`config.mk`:
```
export PLATFORM = sky130hd
export DESIGN_NAME = bus_sequencer
export DESIGN_NICKNAME = d
export VERILOG_FILES = /design/src/rtl/bus_sequencer.sv
export SDC_FILE = /design/constraint.sdc
export NUM_CORES = 1
export LEC_CHECK = 0
export ABC_AREA = 1
export BUFFER_PORTS_ARGS = -buffer_cell sky130_fd_sc_hd__clkbuf_2
export CAP_MARGIN = 20
export CORE_MARGIN = 4
export CORE_UTILIZATION = 55
export CTS_CLUSTER_SIZE = 16
export DETAILED_ROUTE_END_ITERATION = 8
export PLACE_DENSITY_LB_ADDON = 0.3
export SLEW_MARGIN = 20
export SYNTH_ARGS = -nofsm -noshare
export SYNTH_HDL_FRONTEND = slang
export SYNTH_SLANG_ARGS = --single-unit
```
`constraint.sdc`:
```
create_clock -name clk -period 4 [get_ports clk]
set_clock_uncertainty 0.15 [all_clocks]
set_input_delay 0 -clock clk [delete_from_list [all_inputs] [get_ports clk]]
set_output_delay 0 -clock clk [all_outputs]
set_load 0.05 [all_outputs]
```
`src/rtl/bus_sequencer.sv`:
```
// Fetch/decode/execute control for the 8-bit common bus of the 16-word accumulator machine.
// Optional macro STEP_EN: each instruction ends in IDLE, so every start pulse runs exactly one instruction.
module bus_sequencer #(
    parameter int CNT_W = 8
) (
    input  logic             clk,
    input  logic             rst,
    input  logic             start,
    input  logic [7:0]       ir,
    output logic [2:0]       bus_sel,
    output logic             ar_ld,
    output logic             pc_ld,
    output logic             pc_inc,
    output logic             dr_ld,
    output logic             ac_ld,
    output logic             ir_ld,
    output logic             mem_we,
    output logic [1:0]       alu_op,
    output logic             halted,
    output logic             instr_done,
    output logic             illegal,
    output logic [CNT_W-1:0] instr_cnt
);

    typedef enum logic [2:0] {
        S_IDLE,
        S_F0,
        S_F1,
        S_D,
        S_E0,
        S_E1,
        S_HALT
    } state_t;

    localparam logic [3:0] OP_NOP = 4'h0;
    localparam logic [3:0] OP_LDA = 4'h1;
    localparam logic [3:0] OP_ADD = 4'h2;
    localparam logic [3:0] OP_SUB = 4'h3;
    localparam logic [3:0] OP_STA = 4'h4;
    localparam logic [3:0] OP_JMP = 4'h5;
    localparam logic [3:0] OP_HLT = 4'hF;

    localparam logic [2:0] BUS_ZERO = 3'b000;
    localparam logic [2:0] BUS_AR   = 3'b001;
    localparam logic [2:0] BUS_PC   = 3'b010;
    localparam logic [2:0] BUS_DR   = 3'b011;
    localparam logic [2:0] BUS_AC   = 3'b100;
    localparam logic [2:0] BUS_IR   = 3'b101;
    localparam logic [2:0] BUS_RAM  = 3'b111;

    localparam logic [1:0] ALU_PASS = 2'b00;
    localparam logic [1:0] ALU_ADD  = 2'b01;
    localparam logic [1:0] ALU_SUB  = 2'b10;

`ifdef STEP_EN
    localparam state_t S_AFTER = S_IDLE;
`else
    localparam state_t S_AFTER = S_F0;
`endif

    state_t           state;
    state_t           state_nxt;
    logic [3:0]       op;
    logic [3:0]       op_dec;
    logic [CNT_W-1:0] cnt;

    always_ff @(posedge clk or posedge rst) begin
        if (rst) begin
            state <= S_IDLE;
            op    <= 4'h0;
            cnt   <= '0;
        end else begin
            state <= state_nxt;
            if (state == S_D) begin
                op <= ir[7:4];
            end
            if (instr_done) begin
                cnt <= cnt + CNT_W'(1);
            end
        end
    end

    // In D the opcode is still on ir; from E0 onward only the latched copy counts.
    always_comb begin
        state_nxt  = state;
        bus_sel    = BUS_ZERO;
        ar_ld      = 1'b0;
        pc_ld      = 1'b0;
        pc_inc     = 1'b0;
        dr_ld      = 1'b0;
        ac_ld      = 1'b0;
        ir_ld      = 1'b0;
        mem_we     = 1'b0;
        alu_op     = ALU_PASS;
        halted     = 1'b0;
        instr_done = 1'b0;
        illegal    = 1'b0;
        op_dec     = (state == S_D) ? ir[7:4] : op;

        case (state)
            S_IDLE: begin
                if (start) begin
                    state_nxt = S_F0;
                end
            end
            S_F0: begin
                bus_sel   = BUS_PC;
                ar_ld     = 1'b1;
                state_nxt = S_F1;
            end
            S_F1: begin
                bus_sel   = BUS_RAM;
                ir_ld     = 1'b1;
                pc_inc    = 1'b1;
                state_nxt = S_D;
            end
            S_D: begin
                bus_sel = BUS_IR;
                ar_ld   = 1'b1;
                case (op_dec)
                    OP_NOP: begin
                        instr_done = 1'b1;
                        state_nxt  = S_AFTER;
                    end
                    OP_HLT: begin
                        instr_done = 1'b1;
                        state_nxt  = S_HALT;
                    end
                    OP_LDA, OP_ADD, OP_SUB, OP_STA, OP_JMP: begin
                        state_nxt = S_E0;
                    end
                    default: begin
                        instr_done = 1'b1;
                        illegal    = 1'b1;
                        state_nxt  = S_AFTER;
                    end
                endcase
            end
            S_E0: begin
                case (op_dec)
                    OP_LDA, OP_ADD, OP_SUB: begin
                        bus_sel   = BUS_RAM;
                        dr_ld     = 1'b1;
                        state_nxt = S_E1;
                    end
                    OP_STA: begin
                        bus_sel    = BUS_AC;
                        mem_we     = 1'b1;
                        instr_done = 1'b1;
                        state_nxt  = S_AFTER;
                    end
                    OP_JMP: begin
                        bus_sel    = BUS_AR;
                        pc_ld      = 1'b1;
                        instr_done = 1'b1;
                        state_nxt  = S_AFTER;
                    end
                    default: begin
                        state_nxt = S_AFTER;
                    end
                endcase
            end
            S_E1: begin
                bus_sel    = BUS_DR;
                ac_ld      = 1'b1;
                instr_done = 1'b1;
                state_nxt  = S_AFTER;
                case (op_dec)
                    OP_ADD:  alu_op = ALU_ADD;
                    OP_SUB:  alu_op = ALU_SUB;
                    default: alu_op = ALU_PASS;
                endcase
            end
            S_HALT: begin
                halted = 1'b1;
                if (start) begin
                    state_nxt = S_F0;
                end
            end
            default: begin
                state_nxt = S_IDLE;
            end
        endcase
    end

    assign instr_cnt = cnt;

endmodule
```
==> Word-level counts from Yosys, hierarchy flattened <==
Index checks and enable logic that the tools add are counted.
{ "op_classes": {"n_reduce_logical": 8, "add_sub_neg": 1, "n_eq_ne": 13, "mux": 24} }
{ "ops": {"columns": ["operator", "n"], "rows": [
  ["case mux 3 bit (6 select lines)", 1],
  ["case mux 3 bit (5 select lines)", 1],
  ["two-way mux 1 bit", 14],
  ["equality test 3 bit (second input constant)", 3],
  ["case mux 3 bit (3 select lines)", 1],
  ["adder 8 x 1 -> 8 bit (second input constant)", 1],
  ["equality test 4 x 2 -> 1 bit (second input constant)", 2],
  ["equality test 4 x 3 -> 1 bit (second input constant)", 2],
  ["OR reduction 7 bit", 1],
  ["equality test 3 x 2 -> 1 bit (second input constant)", 2],
  ["two-way mux 3 bit", 2],
  ["case mux 3 bit (2 select lines)", 1],
  ["OR reduction 2 bit", 3],
  ["OR reduction 5 bit", 1],
  ["equality test 4 x 1 -> 1 bit (second input constant)", 1],
  ["equality test 4 bit (second input constant)", 1],
  ["logical NOT 4 bit", 1],
  ["two-way mux 4 bit", 1],
  ["case mux 2 bit (2 select lines)", 1],
  ["equality test 3 x 1 -> 1 bit (second input constant)", 1],
  ["logical NOT 3 bit", 1],
  ["case mux 1 bit (3 select lines)", 1],
  ["OR reduction 3 bit", 1],
  ["two-way mux 2 bit", 1],
  ["!= test 2 x 1 -> 1 bit (second input constant)", 1]
]} }
{ "word_totals": {"elab_cells": 49, "input_bits": 11, "out_inout_bits": 23, "ff_bits": 15} }

==> Logic depth before layout (Yosys ltp) <==
Gate-level depths: netlist of run 1.
{ "logic_depth": {"word_depth": 6, "mapped_depth": 11, "mapped_depth_nobuf": 10} }

==> Worst setup path after synthesis of run 1 <==
No wires, ideal clock.
{ "synth_timing": {"path_type": "reg-to-output", "from": "register state[1]", "to": "output port alu_op[0]", "arrival_time_ns": 2.432, "path_slack_ns": 1.418, "n_path_buf": 1, "path_stages_with_launch": 6, "required_time_ns": 3.850, "cell_sequence": "dfrtp_1 -> buf_6 -> or2_2 -> nor2_1 -> nand3_1 -> nor2_1"} }
{ "synth_via": {"elab_chain_cells": 5, "word_cells_on_any_way": 7, "classes_between": "4 x eq/ne; 3 x mux"} }
{ "synth_rtl": {"columns": ["element", "line", "rtl"], "rows": [
  ["start, declared", "61", "state_t state;"],
  ["start signal, assigned", "73", "state <= state_nxt;"],
  ["equality test 3 x 2 -> 1 bit", "98", "op_dec = (state == S_D) ? ir[7:4] : op;"],
  ["two-way mux 4 bit", null, null],
  ["equality test 4 x 2 -> 1 bit", "168", "case (op_dec)"],
  ["case mux 2 bit (2 select lines)", "168", null],
  ["two-way mux 2 bit (*)", "100", "case (state)"],
  ["end, declared", "18", "output logic [1:0] alu_op,"]
]} }
Every way passes the cells marked *; elsewhere a longest branch is shown, timed or not.

==> Final worst setup path of run 1 <==
{ "layout_timing": {"from": "register state[2]", "to": "output port bus_sel[2]"} }
{ "layout_via": {"elab_chain_cells": 6, "word_cells_on_any_way": 14, "classes_between": "10 x eq/ne; 3 x mux; 1 x reduce/logical"} }
{ "layout_rtl": {"columns": ["element", "line", "rtl"], "rows": [
  ["equality test 3 x 2 -> 1 bit", "98, 100", null],
  ["two-way mux 4 bit", null, null],
  ["equality test 4 x 2 -> 1 bit or equality test 4 x 1 -> 1 bit (tied branches)", "140", "case (op_dec)"],
  ["OR reduction 3 bit", "140", null],
  ["case mux 3 bit (3 select lines)", "140", null],
  ["case mux 3 bit (5 select lines) (*)", "100", null],
  ["end, declared", "10", "output logic [2:0] bus_sel,"]
]} }
Marks and branches as above.

==> results of run 1 <==
cell type report:
cell class / instances / area share (%)
Multi-Input combinational cell: 117 / 48.58
Clock buffer: 4 / 1.921
Sequential cell: 15 / 27.45
Tap cell: 27 / 2.470
Timing Repair Buffer: 35 / 15.00
Inverter: 16 / 4.575
report_power, final:
group / switching [W] / internal (W)
logic: 0.000651 / 0.000238
clock network: 0.0000494 / 0.0000388
registers: 0.0000859 / 0.000206
total: 0.000786 / 0.000483
per-layer routing:
metal	vias to the layer above	global-route usage, %
li1	552	-
met1	505	24.22
met2	29	36.33
met3	4	3.380
met4	0	9.787
met5	-	0
repair_timing:
item / in CTS / in global routing
endpoints found under the hold margin: 22 / 0
resized for setup: 0 / 0
hold buffers: 6 / 0
registers in the layout (all words and copies together), names as in the netlist:
register and count:
op 4, state 3, instr_cnt 8
kinds of logic after synthesis:
kind of cell	after synthesis	synth area share [%]
buf+inv	20	8.781
simple gates	104	48.96
xor+xnor	6	4.610
flops	15	32.93
compound gates	6	3.622
fa+ha+maj	1	1.098
cell usage in the layout (no fill, tap or decap), drive strengths merged, types with 2 or more instances in the layout:
cell and count:
a211oi 2, nand3 17, xor2 4, o21ai 2, dfrtp 15, nand4 7
nor2 20, clkbuf 33, dlygate4sd3 6, inv 16, nand2 57, xnor2 2
worst reg2reg max path: stages (launching register included):
cell	delay (ns)
dfrtp_1	0.66
inv_4	0.13
nand3_4	0.16
nand2_1	0.09
nand2_2	0.15
nand3_4	0.11
nand2_2	0.09
nand2_4	0.09
nand2_4	0.13
nand2_1	0.07
nand2_1	0.06
final timing paths:
check / startpoint / to / slack [ns] / depth (start not counted)
worst min register to register: op[1]$_DFF_PP0_ / op[1]$_DFF_PP0_ / 0.41 / 2
worst min-delay path: rst / instr_cnt[2]$_DFFE_PP0P_ / 0.14 / 3
max in group asynchronous: rst / state[1]$_DFFE_PP0P_ / 3.19 / 3
worst max-delay path: state[2]$_DFFE_PP0P_ / bus_sel[2] / 1.56 / 9
worst max register to register: state[2]$_DFFE_PP0P_ / instr_cnt[7]$_DFFE_PP0P_ / 2.06 / 10
min in group clk: start / state[0]$_DFFE_PP0P_ / 0.36 / 4
metrics by stage:
step | util, % | instance area (µm²) | cells
after global placement | 65.31 | 1281 | 204
after floorplan | - | 1140 | 152
after global routing | 69.71 | 1368 | 214
after detailed placement | 65.31 | 1281 | 204
final | 69.71 | 1368 | 214
after CTS | 69.71 | 1368 | 214
==> flow_summary.rst, run 1 <==
.. list-table::
   :header-rows: 1

   * - Metric
     - Value
   * - Global-route wire length before repair
     - 4.409 mm
   * - Gate family responsible for the most delay along the worst path
     - simple AND/OR/NAND/NOR gates
   * - Worst Setup Path Type
     - reg2out
   * - Core region area
     - 0.001962 mm²
   * - Leak Pwr
     - between 0.7 and 0.8 nW
   * - Routed WL per cell
     - 11.56 µm
   * - Count of pins on the block boundary
     - 34
   * - Pin count of the biggest net entering global routing
     - 16
   * - Die width
     - 53.53 µm
   * - Synthesized netlist net count
     - 164
   * - Number of core rows
     - 16
   * - Clock tree root driver cell
     - clkbuf_4
   * - Power per cell area
     - 928.1 mW/mm²
   * - Max-slew violation total from the final report
     - 0
   * - Worst supply voltage drop on vdd
     - just under 0.6 mV
   * - Most used DFF post-synth
     - dfrtp_1
   * - Final weighted congestion of routability-driven global placement
     - 0.9064
   * - Setup ws final
     - about 1.6 ns
   * - Cell Chain, Critical Path
     - inv_4, nand3_4, nand2_1, nand2_2, nand2_1, nor2_1, nand3_2, o211ai_1, clkbuf_2
   * - H-tree levels
     - 1
   * - Layout overhead on the synthesized area
     - 19.98%
   * - Final Routed Wirelength
     - 2.474 mm
   * - Residual overflow from global routing
     - 0
   * - Top-area cell type share of the netlist area
     - 32.93%
   * - Number of fillers in the final layout
     - 171
   * - RSZ-0062 raised after global routing
     - no
   * - Die Outline Area
     - between 0.002 and 0.003 mm²
   * - Average vias per placed instance
     - 5.093
   * - Number of antenna diodes
     - 0
   * - Vias post-DR
     - between 1,000 and 1,500
   * - Fraction of final layout cells sized beyond drive strength 1
     - 28.34%
   * - CP dominant cell by count
     - nand2_1
   * - Count of different cell masters after synthesis
     - 25
   * - Number of global-route vias before repair
     - 1,075
   * - Met3 wire len
     - roughly 130 µm
   * - Clock insertion delay at the later pin of the skew report
     - 0.29 ns
   * - Synthesized area per cell
     - 7.499 µm²
   * - Cell type contributing the most total cell area after synthesis
     - dfrtp_1
   * - Data required time of the critical path
     - about 3.9 ns
   * - Number of nets with antenna violations after routing
     - 0
   * - Initial core utilization
     - approximately three fifths
   * - Buffers & Inverters on Critical Path
     - 2
   * - CTS tree
     - yes
   * - Measured slew at the worst slew-check pin
     - 0.5676 ns
   * - Leading cell types by count after synthesis
     - nand2_1, nor2_1, dfrtp_1, inv_1, nand3_1
   * - Post-synthesis instance area
     - 0.001140 mm²
   * - Register bit count reported by yosys
     - 15
   * - Die Y-Extent
     - 53.53 µm
   * - Combined global-route utilization of all metal layers
     - 20.68%
   * - Most instantiated library cell after synthesis
     - nand2_1
   * - Clock sink count
     - 15
   * - Setup violators final
     - 0
   * - Yosys synthesis warning count
     - 0
   * - Number of nets in the layout
     - 200
   * - Ratio of final minimum period to clock period
     - 60.94%
   * - Number of DRC markers in iteration 0
     - 24
   * - Type of destination of the critical path
     - output port
   * - Setup Total Neg Slack
     - 0 ns
   * - Number of buffers added by the clock tree synthesis step
     - 3
   * - Minimum setup slack after placement
     - 1.885 ns
   * - Minimum clock period after layout
     - about 2.4 ns
   * - Final hold violation count
     - 0
   * - Async set or reset register ratio after synthesis
     - 100.0%
   * - CP max FO
     - 10
   * - Ranking of synthesized cells by area
     - dfrtp_1, nand2_1, nor2_1, nand3_1, inv_1
   * - Number of max-cap violations
     - 0
   * - Hold slack final
     - 0.1375 ns
   * - Post-Synthesis Cells
     - 152
   * - Routed length on met2
     - 1.268 mm
   * - CP Data Arrival Time
     - 2.29 ns
   * - Number of post-CTS setup repair buffers
     - 0
   * - Worst slew margin
     - 62.12%
   * - Startpoint class of the critical path
     - flop
   * - Highest routing layer actually used
     - met4
   * - Area occupied by multi-input gates
     - 664.4 µm²
   * - Port bufs
     - 29
   * - Highest-delay cell along the critical path
     - dfrtp_1
   * - M1 WL
     - about 1.0 mm
   * - Achievable Freq
     - 410.2 MHz
   * - Design Power
     - 0.001269 W
   * - Sequential fraction of the synthesis area
     - about a third
   * - Post-detailed-placement half-perimeter wirelength
     - between 1.5 and 2 mm
   * - Antenna violations before repair
     - 0
   * - Area used by sequential logic in the layout
     - between 300 and 400 µm²
   * - Total iterations of the first detailed-routing run
     - 4
   * - Result of the run
     - finished, final reports clean
   * - Class of the worst hold path
     - in2async
   * - DRC violations left
     - 0
   * - Longest individual stage delay on the worst path
     - 0.66 ns
   * - Clock Path Buffers
     - 2
   * - Number of enable flip-flop cells after synthesis
     - 0
   * - Clock transition time at the flip-flop clock pins of the worst setup and hold paths
     - about 0.09 ns
(Power assumes the default switching activity.)
==> run 2, diff against run 1 <==
--- a/config.mk
+++ b/config.mk
@@ -5,11 +5,11 @@
 export SDC_FILE = /design/constraint.sdc
 export NUM_CORES = 1
 export LEC_CHECK = 0
-export ABC_AREA = 1
+export ABC_AREA = 0
 export BUFFER_PORTS_ARGS = -buffer_cell sky130_fd_sc_hd__clkbuf_2
 export CAP_MARGIN = 20
 export CORE_MARGIN = 4
-export CORE_UTILIZATION = 55
+export CORE_UTILIZATION = 48
 export CTS_CLUSTER_SIZE = 16
 export DETAILED_ROUTE_END_ITERATION = 8
 export PLACE_DENSITY_LB_ADDON = 0.3
==> constraint.sdc (replaced) <==
create_clock -name clk -period 2.37 [get_ports clk]
set_clock_uncertainty 0.15 [all_clocks]
set_input_delay 0 -clock clk [delete_from_list [all_inputs] [get_ports clk]]
set_output_delay 0 -clock clk [all_outputs]
set_load 0.05 [all_outputs]
==> run 2 against run 1 <==
  * Register-to-register slack got worse by 1.5 ns
  * Global-route usage shrank 3.3 points
  * Synthesized cell count down 36%
  * First-iteration DRC count is 58% lower
  * Worst setup slack worse by 1.4 ns
  * Hold slack better by 0.0085 ns
  * Critical path depth shrank 4
  * Critical endpoint is now bus_sel[0]
  * Synthesized area is 15% lower
  * Non-clock buffer count rose by 1
  * Largest cell class unchanged
  * Die area is 1.9% lower
  * Highest routed layer unchanged
  * Core utilization decreased by 6.9 points
==> flow_summary.rst, run 2 <==
.. list-table::
   :header-rows: 1

   * - Metric
     - Value
   * - Result of the run
     - finished, final reports clean (unchanged)
   * - Final weighted congestion of routability-driven global placement
     - 0.8180 (was 0.9064)
   * - Cell type contributing the most total cell area after synthesis
     - dfrtp_1 (unchanged)
   * - Pin count of the biggest net entering global routing
     - 16 (unchanged)
   * - DRC violations left
     - 0 (unchanged)
   * - H-tree levels
     - 1 (unchanged)
   * - Minimum clock period after layout
     - 2.177 ns
   * - Post-detailed-placement half-perimeter wirelength
     - 1.601 mm (was 1.912 mm)
   * - Leading cell types by count after synthesis
     - dfrtp_1, a21oi_1, nor2_1, xor2_1 (was nand2_1, nor2_1, dfrtp_1, inv_1, nand3_1)
   * - Final Routed Wirelength
     - 2.052 mm (was 2.474 mm)
   * - Number of max-cap violations
     - 0 (unchanged)
   * - FF-to-FF End
     - instr_cnt[1]$_DFFE_PP0P_ (was instr_cnt[7]$_DFFE_PP0P_)
   * - Highest-delay cell along the critical path
     - dfrtp_1 (unchanged)
   * - Mux cell area share after synthesis
     - 8.237% (was 0%)
   * - Worst Setup Path Type
     - reg2out (unchanged)
   * - CP max FO
     - 8 (was 10)
   * - Register bit count reported by yosys
     - 15 (unchanged)
   * - Post-Synthesis Cells
     - 98 (was 152)
   * - Combined global-route utilization of all metal layers
     - 17.36% (was 20.68%)
   * - Max-slew violation total from the final report
     - 0 (unchanged)
   * - Synthesized area per cell
     - 9.920 µm² (was 7.499 µm²)
   * - Number of DRC markers in iteration 0
     - 10 (was 24)
   * - Yosys synthesis warning count
     - 0 (unchanged)
   * - Global-route wire length before repair
     - 3.643 mm (was 4.409 mm)
   * - Number of cells after detailed placement
     - 150 (was 204)
   * - Post-synthesis instance area
     - 972.2 µm² (was 0.001140 mm²)
   * - RSZ-0062 raised after global routing
     - no (unchanged)
   * - Startpoint class of the critical path
     - flop (unchanged)
   * - Number of enable flip-flop cells after synthesis
     - 0 (unchanged)
   * - Class of the worst hold path
     - in2async (unchanged)
   * - Count of different cell masters after synthesis
     - 39 (was 25)
   * - Most instantiated library cell after synthesis
     - dfrtp_1 (was nand2_1)
   * - Flip-flop count of the largest register, all copies and words added
     - 8 (unchanged)
   * - Clock insertion delay at the later pin of the skew report
     - 0.27 ns (was 0.29 ns)
   * - Average vias per placed instance
     - 5.269 (was 5.093)
   * - Number of antenna diodes
     - 0 (unchanged)
   * - Dominant combinational cell family by area after synthesis
     - simple AND/OR/NAND/NOR gates (unchanged)
   * - Most used DFF post-synth
     - dfrtp_1 (unchanged)
   * - Clock tree root driver cell
     - clkbuf_4 (unchanged)
   * - Share of the synthesized area in compound gates (AO/OA/AOI/OAI)
     - 14.03% (was 3.622%)
   * - Worst slew margin
     - 63.06% (was 62.12%)
   * - Residual overflow from global routing
     - 0 (unchanged)
   * - Port bufs
     - 29 (unchanged)
   * - Longest individual stage delay on the worst path
     - 0.54 ns (was 0.66 ns)
   * - Routed WL per cell
     - 12.83 µm (was 11.56 µm)
   * - Async set or reset register ratio after synthesis
     - 100.0% (unchanged)
   * - Final hold violation count
     - 0 (unchanged)
   * - Initial core utilization
     - 50.06% (was 58.10%)
   * - Core region area
     - 0.001942 mm² (was 0.001962 mm²)
   * - Layout overhead on the synthesized area
     - 25.35% (was 19.98%)
   * - Antenna violations before repair
     - 0 (unchanged)
   * - Number of nets with antenna violations after routing
     - 0 (unchanged)
   * - Die Outline Area
     - 0.002810 mm² (was 0.002865 mm²)
   * - Type of destination of the critical path
     - output port (unchanged)
   * - Sequential fraction of the synthesis area
     - 38.61% (was 32.93%)
   * - Setup violators final
     - 0 (unchanged)
   * - Share of the core filled with cells in the final layout
     - 62.76% (was 69.71%)
   * - Ratio of final minimum period to clock period
     - roughly 92%
   * - Die width
     - 53.01 µm (was 53.53 µm)
   * - Cell Chain, Critical Path
     - nand3b_4, mux2i_2, nor3_1, or4_1, clkbuf_2 (was inv_4, nand3_4, nand2_1, nand2_2, nand2_1, nor2_1, nand3_2, o211ai_1, clkbuf_2)
   * - Number of buffers added by the clock tree synthesis step
     - 3 (unchanged)
   * - Xor-xnor portion of the synthesized cell area
     - 7.207% (was 4.610%)
   * - Fraction of final layout cells sized beyond drive strength 1
     - 36.09% (was 28.34%)
   * - Clock transition time at the flip-flop clock pins of the worst setup and hold paths
     - 0.08 ns (was 0.09 ns)
   * - Number of nets in the layout
     - 146 (was 200)
   * - Worst reg2reg path startpoint
     - state[1]$_DFFE_PP0P_ (was state[2]$_DFFE_PP0P_)
   * - Logic depth of the worst register-to-register path
     - 4 (was 10)
   * - Commonest non-fill, non-tap cell in the layout
     - clkbuf_2 (was nand2_1)
   * - Top-area cell type share of the netlist area
     - 38.61% (was 32.93%)
   * - Clock sink count
     - 15 (unchanged)
   * - Vias post-DR
     - 843 (was 1,090)
   * - Non-Filler Instances
     - 160 (was 214)
   * - Measured slew at the worst slew-check pin
     - 0.5535 ns (was 0.5676 ns)
   * - Achievable Freq
     - 459.4 MHz
   * - Ranking of synthesized cells by area
     - dfrtp_1, xor2_1, mux2_2, a21oi_1, nand3_1 (was dfrtp_1, nand2_1, nor2_1, nand3_1, inv_1)
   * - Internal reg-to-reg setup slack
     - 0.58 ns (was 2.06 ns)
   * - Share of synthesized cell area in and, or, nand and nor gates
     - 25.10% (was 48.96%)
   * - Data required time of the critical path
     - 2.22 ns (was 3.85 ns)
   * - CP Data Arrival Time
     - 2.03 ns (was 2.29 ns)
   * - Clock Path Buffers
     - 2 (unchanged)
   * - Number of post-CTS setup repair buffers
     - 0 (unchanged)
   * - Number of fillers in the final layout
     - 182 (was 171)
   * - Synthesized netlist net count
     - 110 (was 164)
   * - Number of core rows
     - 16 (unchanged)
   * - Fraction of the mapped netlist area in adder cells
     - 1.287% (was 1.098%)
   * - Die Y-Extent
     - 53.01 µm (was 53.53 µm)
   * - Count of pins on the block boundary
     - 34 (unchanged)
   * - Number of global-route vias before repair
     - 807 (was 1,075)
   * - Most frequent cells in the layout
     - clkbuf_2, dfrtp_1, a21oi_1, xor2_1, nor2_1 (was nand2_1, clkbuf_2, nor2_1, inv_1, dfrtp_1)
   * - Total iterations of the first detailed-routing run
     - 4 (unchanged)
   * - CTS tree
     - yes (unchanged)
## run 2: worst max-delay path, delay by kind of cell (launching register included)
family | cells | cell delay (ns)
flops | 1 | 0.54
simple gates | 3 | 0.69
mux | 1 | 0.27
buf+inv | 1 | 0.25
## run 2: cell families after synthesis
kind of cell,Yosys count
xor gates and xnor gates,8
AOI/OAI and AO/OA,17
and+or+nand+nor,39
buffers and inverters,11
adders and majority gates,1
muxes,7
DFF,15
## run 2: final cells by class
class	instances	area, µm²	area share (%)
Multi-Input combinational cell	72	546.8	44.87
Sequential cell	15	376.6	30.90
Timing Repair Buffer	36	212.7	17.45
Tap cell	27	33.78	2.772
Clock buffer	4	26.28	2.156
Inverter	6	22.52	1.848
## run 2: per-layer routing
metal  global-route usage [%]  part of all wire [%]  up-vias  wire [µm]
met5                        0                     0        -          0
met4                    1.277                  0.19        0          4
met3                    4.225                   5.2        2        106
met2                    28.31                    50       23       1023
met1                    24.20                    45      398        918
li1                         -                     -      420          -
## run 2: worst max-delay path by stage
stage	to	slack (ns)	cells past startpoint	from
4_1_cts	bus_sel[0]	0.1	5	state[2]$_DFFE_PP0P_
2_1_floorplan	bus_sel[0]	-0.36	5	state[0]$_DFFE_PP0P_
3_3_place_gp	bus_sel[0]	0.43	5	state[2]$_DFFE_PP0P_
5_1_grt	bus_sel[0]	0.03	5	state[1]$_DFFE_PP0P_
3_5_place_dp	bus_sel[0]	0.40	5	state[2]$_DFFE_PP0P_
6_report	bus_sel[0]	0.19	5	state[1]$_DFFE_PP0P_
## run 2: metrics by stage
stage | hold slack (ns) | area, µm² | TNS [ns] | setup slack (ns)
floorplan | -0.2485 | 972.2 | -0.7499 | -0.3603
detailed placement | -0.08368 | 1127 | 0 | 0.3952
global placement | -0.09591 | 1127 | 0 | 0.4281
global route | 0.1866 | 1219 | 0 | 0.03206
finish | 0.1461 | 1219 | 0 | 0.1932
CTS | 0.1581 | 1214 | 0 | 0.09560
## run 2: what timing repair did
action,CTS,global route
setup endpoints to repair,0,1
hold buffers,6,0
gates resized for setup,0,2
endpoints found under the hold margin,22,0
Power of run 2 is not shown: default switching activity piles up to over one toggle a cycle in this logic, so the estimate is an artifact.
